File: config.mk
export PLATFORM = sky130hd
export DESIGN_NAME = coin_start_sequencer
export DESIGN_NICKNAME = d
export VERILOG_FILES = /design/src/rtl/coin_seq_pkg.sv /design/src/rtl/btn_debounce.sv /design/src/rtl/coin_start_sequencer.sv
export SDC_FILE = /design/constraint.sdc
export NUM_CORES = 1
export LEC_CHECK = 0
export BUFFER_PORTS_ARGS = -buffer_cell sky130_fd_sc_hd__buf_2
export CORE_UTILIZATION = 49
export DETAILED_ROUTE_END_ITERATION = 10
export GPL_TIMING_DRIVEN = 0
export MAX_ROUTING_LAYER = met4
export PLACE_DENSITY = 0.67
export SLEW_MARGIN = 5
export SYNTH_ARGS = -nofsm -noshare
export SYNTH_HDL_FRONTEND = slang
export SYNTH_SLANG_ARGS = --single-unit
File: constraint.sdc
create_clock -name clk_sys -period 2.3 [get_ports clk_sys]
set_clock_uncertainty 0.2 [all_clocks]
set_input_delay 0.46 -clock clk_sys [delete_from_list [all_inputs] [get_ports clk_sys]]
set_output_delay 0.46 -clock clk_sys [all_outputs]
set_load 0.1 [all_outputs]
File: src/rtl/coin_seq_pkg.sv
`default_nettype none
// ============================================================================
//  Module   : coin_seq_pkg
//  Purpose  : Shared state encoding, default timing constants and the
//             saturating credit-add helper for the coin/start sequencer.
//  Revision : 1.0  initial release
// ============================================================================
package coin_seq_pkg;

    // Default timing / credit constants (in tick_1ms periods where timed)
    localparam int unsigned c_DEB_MS      = 8;
    localparam int unsigned c_PULSE_MS    = 50;
    localparam int unsigned c_GAP_MS      = 50;
    localparam int unsigned c_MAX_CREDITS = 9;

    typedef enum logic [1:0] {
        ST_IDLE  = 2'd0,
        ST_COIN  = 2'd1,
        ST_START = 2'd2,
        ST_GAP   = 2'd3
    } state_e;

    // Add one or two credits, clamping at max_val so the counter never wraps
    function automatic logic [3:0] sat_add(input logic [3:0]  cur,
                                           input logic        two,
                                           input int unsigned max_val);
        logic [4:0] sum;
        sum = {1'b0, cur} + (two ? 5'd2 : 5'd1);
        if (32'(sum) > max_val) begin
            return 4'(max_val);
        end
        return sum[3:0];
    endfunction

endpackage : coin_seq_pkg
`default_nettype wire

File: src/rtl/btn_debounce.sv
`default_nettype none
// ============================================================================
//  Module   : btn_debounce
//  Purpose  : 2-flop synchronizer, tick-based debounce and a one-cycle pulse
//             on every debounced 0->1 transition of a raw button.
//  Revision : 1.0  initial release
// ============================================================================
module btn_debounce
    import coin_seq_pkg::*;
#(
    parameter int unsigned DEB_MS = c_DEB_MS
) (
    input  logic clk_sys,
    input  logic reset_n,
    input  logic i_tick,
    input  logic i_raw,
    output logic o_press
);

    // Counter runs 0..DEB_MS-1; the DEB_MS-th differing tick commits the level
    localparam int unsigned CNT_W = (DEB_MS > 1) ? $clog2(DEB_MS) : 1;
    localparam logic [CNT_W-1:0] c_LAST = CNT_W'(DEB_MS - 1);

    logic             r_sync1;
    logic             r_sync2;
    logic             r_stable;
    logic [CNT_W-1:0] r_cnt;
    logic             r_press;

    // Bring the asynchronous button into the clk_sys domain
    always_ff @(posedge clk_sys or negedge reset_n) begin
        if (!reset_n) begin
            r_sync1 <= 1'b0;
            r_sync2 <= 1'b0;
        end else begin
            r_sync1 <= i_raw;
            r_sync2 <= r_sync1;
        end
    end

    // Accept a new level only after it has differed for DEB_MS ticks in a row
    always_ff @(posedge clk_sys or negedge reset_n) begin
        if (!reset_n) begin
            r_stable <= 1'b0;
            r_cnt    <= '0;
            r_press  <= 1'b0;
        end else begin
            r_press <= 1'b0;
            if (r_sync2 == r_stable) begin
                r_cnt <= '0;
            end else if (i_tick) begin
                if (r_cnt == c_LAST) begin
                    r_stable <= r_sync2;
                    r_cnt    <= '0;
                    r_press  <= r_sync2;   // only rising commits produce a press
                end else begin
                    r_cnt <= r_cnt + 1'b1;
                end
            end
        end
    end

    assign o_press = r_press;

endmodule : btn_debounce
`default_nettype wire

File: src/rtl/coin_start_sequencer.sv
`default_nettype none
// ============================================================================
//  Module   : coin_start_sequencer
//  Purpose  : Debounces coin/start buttons, keeps a saturating credit count
//             and emits clean, spaced coin/start pulses to the game core.
//  Revision : 1.0  initial release
// ============================================================================
module coin_start_sequencer
    import coin_seq_pkg::*;
#(
    parameter int unsigned DEB_MS      = c_DEB_MS,
    parameter int unsigned PULSE_MS    = c_PULSE_MS,
    parameter int unsigned GAP_MS      = c_GAP_MS,
    parameter int unsigned MAX_CREDITS = c_MAX_CREDITS
) (
    input  logic       clk_sys,
    input  logic       reset_n,
    input  logic       tick_1ms,
    input  logic       coin_in,
    input  logic       start_in,
    input  logic       two_per_coin,
    output logic       coin_out,
    output logic       start_out,
    output logic [3:0] credits,
    output logic       busy
);

    localparam int unsigned TMAX  = (PULSE_MS > GAP_MS) ? PULSE_MS : GAP_MS;
    localparam int unsigned CNT_W = (TMAX > 1) ? $clog2(TMAX) : 1;
    localparam logic [CNT_W-1:0] c_PULSE_LAST = CNT_W'(PULSE_MS - 1);
    localparam logic [CNT_W-1:0] c_GAP_LAST   = CNT_W'(GAP_MS - 1);

    logic             w_coin_press;
    logic             w_start_press;

    state_e           r_state;
    logic [CNT_W-1:0] r_cnt;
    logic [3:0]       r_credits;
    logic             r_coin_pend;
    logic             r_start_pend;
    logic             r_coin_out;
    logic             r_start_out;
    logic             r_busy;

    state_e           w_state_nxt;
    logic [CNT_W-1:0] w_cnt_nxt;
    logic [3:0]       w_credits_nxt;
    logic             w_coin_pend_nxt;
    logic             w_start_pend_nxt;

    btn_debounce #(.DEB_MS(DEB_MS)) u_deb_coin (
        .clk_sys (clk_sys),
        .reset_n (reset_n),
        .i_tick  (tick_1ms),
        .i_raw   (coin_in),
        .o_press (w_coin_press)
    );

    btn_debounce #(.DEB_MS(DEB_MS)) u_deb_start (
        .clk_sys (clk_sys),
        .reset_n (reset_n),
        .i_tick  (tick_1ms),
        .i_raw   (start_in),
        .o_press (w_start_press)
    );

    // Next-state, tick counter, credit and pending-flag logic
    always_comb begin
        w_state_nxt   = r_state;
        w_cnt_nxt     = r_cnt;
        w_credits_nxt = r_credits;
        // A press while the flag is already set is simply absorbed by the OR
        w_coin_pend_nxt  = r_coin_pend  | w_coin_press;
        w_start_pend_nxt = r_start_pend | w_start_press;

        case (r_state)
            ST_IDLE: begin
                // Coin has priority; a simultaneous start waits until after GAP
                if (r_coin_pend) begin
                    w_state_nxt     = ST_COIN;
                    w_coin_pend_nxt = 1'b0;
                    w_credits_nxt   = sat_add(r_credits, two_per_coin, MAX_CREDITS);
                end else if (r_start_pend) begin
                    w_start_pend_nxt = 1'b0;
                    if (r_credits != 4'd0) begin
                        w_state_nxt   = ST_START;
                        w_credits_nxt = r_credits - 4'd1;
                    end
                end
            end
            ST_COIN, ST_START: begin
                if (tick_1ms) begin
                    if (r_cnt == c_PULSE_LAST) begin
                        w_state_nxt = ST_GAP;
                    end else begin
                        w_cnt_nxt = r_cnt + 1'b1;
                    end
                end
            end
            ST_GAP: begin
                if (tick_1ms) begin
                    if (r_cnt == c_GAP_LAST) begin
                        w_state_nxt = ST_IDLE;
                    end else begin
                        w_cnt_nxt = r_cnt + 1'b1;
                    end
                end
            end
            default: begin
                w_state_nxt = ST_IDLE;
            end
        endcase

        if (w_state_nxt != r_state) begin
            w_cnt_nxt = '0;
        end
    end

    // State register plus registered outputs decoded from the next state
    always_ff @(posedge clk_sys or negedge reset_n) begin
        if (!reset_n) begin
            r_state      <= ST_IDLE;
            r_cnt        <= '0;
            r_credits    <= 4'd0;
            r_coin_pend  <= 1'b0;
            r_start_pend <= 1'b0;
            r_coin_out   <= 1'b0;
            r_start_out  <= 1'b0;
            r_busy       <= 1'b0;
        end else begin
            r_state      <= w_state_nxt;
            r_cnt        <= w_cnt_nxt;
            r_credits    <= w_credits_nxt;
            r_coin_pend  <= w_coin_pend_nxt;
            r_start_pend <= w_start_pend_nxt;
            r_coin_out   <= (w_state_nxt == ST_COIN);
            r_start_out  <= (w_state_nxt == ST_START);
            r_busy       <= (w_state_nxt != ST_IDLE);
        end
    end

    assign coin_out  = r_coin_out;
    assign start_out = r_start_out;
    assign credits   = r_credits;
    assign busy      = r_busy;

endmodule : coin_start_sequencer
`default_nettype wire

==> impl_metrics.ini <==
[run_status]
status = completed

[sta]
layout_min_cycle_time_ns = 2.22
relSlewSlack = 0.547
fmax_mhz = 451
finalSetupViolCount = 0
hold_ws_ns = 0.169
slew_violations = 0
grt_setup_unrepaired = no
fin_crit_sh = 0.963
tns_ns = 0
tightestPinTransition_ns = 0.680
finalHoldViolCount = 0

[detailed_routing]
top_layer = met4
drtAntennaViolNets = 0
drc = 0
drt-wirelength-per-cell_um = 13.8
dr.first_iter.drc_count = 99
m1WireLength_mm = 1.59
drt_wl_total_mm = 3.42
vias = 1396
routed_via_density = 5.65
first_pass_iters = 4
dr_wl_met2_mm = 1.66
wl_met3_um = 118

[power_and_ir_drop]
p_switching_w = 0.000716
p_clk_frac = 0.288
seq_power_share = 0.363
p_per_area_nw_per_um2 = 906
irDropWorstVdd_mv = 0.490
leakage_nw = 0.974
power.internal_w = 0.00120
pwr-share-comb = 0.350
p_sw_frac = 0.373

[critical_path]
cp-end-kind = register
worstSetupStartpointType = register
cp.arrival_ns = 2.28
ff2ff_path_depth = 7
critical-path-max-stage-delay_ns = 0.53
path_cells = ha_4 -> inv_1 -> fa_2 -> nand2_1 -> a21oi_1 -> or3_1 -> a41oi_2
cp_slowest_cell = dfrtp_4
crit_type = reg2reg
path_max_fanout = 5
crit_required_ns = 2.37

[synthesis]
synth_warnings = 0
synth-async-reset-ratio = 1.00
synth.net_count = 195
synth_edf_count = 0
synth-seq-area-share = 0.431
netlist_area_um2 = 1800
synthCells = 175
synthDistinctLibCells = 49
syn_avg_cell_area_um2 = 10.3
yosys_register_bits = 31
synth-main-ff-cell = dfrtp_1

[final_layout]
fin_cells = 247
final_area_um2 = 2120
layout.nets = 220
syn_to_final_growth_pct = 17.7
layout_commonest_cell = dfrtp_1
insertedDiodeCount = 0
drive_gt1_frac = 0.239
final_core_util = 0.620
final_cell_mix = dfrtp_1, nor2_1, buf_2

[hold_path]
hp-class = reg2reg
holdPathStages = 0

[floorplan]
fp.dieH_um = 62.6
start_util = 0.527
die_w_um = 62.6
num_rows = 21
core-area_um2 = 3420
io_pins = 13
design.die.area_um2 = 3920

[clock_network]
numCtsBuffers = 5
h-tree-depth = 2
cts_root_buf = clkbuf_4
cts_sinks = 31
clkLatencyLatePin_ns = 0.34
cts_tree = done
cts_buffer_depth = 2
clkTransAtPathRegs_ns = 0.11

[grt]
grt_max_degree = 32
grt_usage = 0.192
antenna_found_initial = 0
grt_pass1_wl_mm = 5.72
grt_pass1_vias = 1331
gr-total-overflow = 0

[placement]
finalWeightedCongestion = 0.846
post-place-cells = 233
portBuffers = 12
place_area_um2 = 1940
hpwl_mm = 2.36

[flow_run]
maxCapViolCount = 0
stage by stage:
stage	total power, W	setup slack [ns]
after global placement	0.00130	-0.0803
after global routing	0.00203	0.00419
final	0.00192	0.0846
after floorplan	0.00120	0.0195
after detailed placement	0.00134	-0.113
after CTS	0.00189	0.0674
registers in the layout, summed over array words and instances (netlist names), 2 cells and up:
signal and count:
credits 4, r_state 2, r_cnt 6, u_deb_start.r_cnt 3, u_deb_coin.r_cnt 3
layout make-up:
| class | count | area, um2 |
|---|---|---|
| plain buffers | 6 | 37.5 |
| clock buffers | 5 | 37.5 |
| clock inverters | 3 | 67.6 |
| fillers | 286 | 1300 |
| inverters | 13 | 48.8 |
| multi-input cells | 125 | 972 |
| flip-flops and latches | 31 | 783 |
| well taps | 46 | 57.6 |
| repair buffers | 18 | 113 |
worst paths after layout:
check	startpoint	to	slack, ns
min	u_deb_start.r_sync1$_DFF_PN0_	u_deb_start.r_sync2$_DFF_PN0_	0.17
max reg2reg	credits[0]$_DFFE_PN0P_	credits[0]$_DFFE_PN0P_	0.08
max	credits[0]$_DFFE_PN0P_	credits[0]$_DFFE_PN0P_	0.08
max in group asynchronous	reset_n	credits[0]$_DFFE_PN0P_	0.93
min reg2reg	u_deb_start.r_sync1$_DFF_PN0_	u_deb_start.r_sync2$_DFF_PN0_	0.17
min in group asynchronous	reset_n	credits[2]$_DFFE_PN0P_	0.48
worst max-delay path: cells and delay by family, from the launching register on:
family,cells,cell delay (ns)
adder cells (fa/ha/maj),2,0.63
flip-flops,1,0.53
AND/OR/NAND/NOR,2,0.46
AO/OA/AOI/OAI,2,0.25
buffers and inverters,1,0.07
power by group through the flow:
stage | Sequential (W) | Clock, W | Combinational (W)
floorplan | 0.000834 | 0 | 0.000370
global placement | 0.000697 | 0 | 0.000607
detailed placement | 0.000703 | 0 | 0.000635
CTS | 0.000692 | 0.000555 | 0.000639
global route | 0.000705 | 0.000585 | 0.000739
finish | 0.000696 | 0.000552 | 0.000671
metal layers:
layer  track usage  vias up
met1         0.221      678
met3        0.0511        8
li1              -      682
met2         0.317       28
met4        0.0756        0
met5             -        -
logic make-up after synthesis:
logic type | count (synthesis) | synth area share
DFF | 31 | 0.431
xor gates and xnor gates | 6 | 0.0292
muxes | 10 | 0.0577
AOI/OAI and AO/OA | 39 | 0.160
and+or+nand+nor | 56 | 0.172
buffers and inverters | 19 | 0.0480
adders and majority gates | 14 | 0.102
repair_timing:
item / CTS / global route
hold endpoints to repair: 31 / 2
buffers inserted: 0 / 3
endpoints found under the setup margin: 0 / 2
gates resized for setup: 0 / 5
hold buffers: 1 / 2
Yosys cell counts, types with 2 or more instances:
cell type,count,area [um2]
dfrtp_1,31,776
buf_2,3,15.0
nor3b_1,2,15.0
nor3_1,5,25.0
a21oi_1,9,45.0
xor2_1,3,26.3
mux2i_1,7,70.1
mux2_2,3,33.8
nand4_1,2,12.5
nor2b_1,2,12.5
o211ai_1,2,15.0
o31ai_1,2,15.0
nand3_1,4,20.0
o21ai_0,4,20.0
nand2b_1,3,18.8
ha_1,13,163
a31oi_1,5,31.3
a21boi_1,2,15.0
o32ai_1,2,17.5
xnor2_1,3,26.3
nand3b_1,3,22.5
nand2_1,7,26.3
and3_1,2,12.5
nor2_1,18,67.6
a41oi_1,2,17.5
inv_1,13,48.8
No activity file was read; power rests on OpenSTA's default activity.
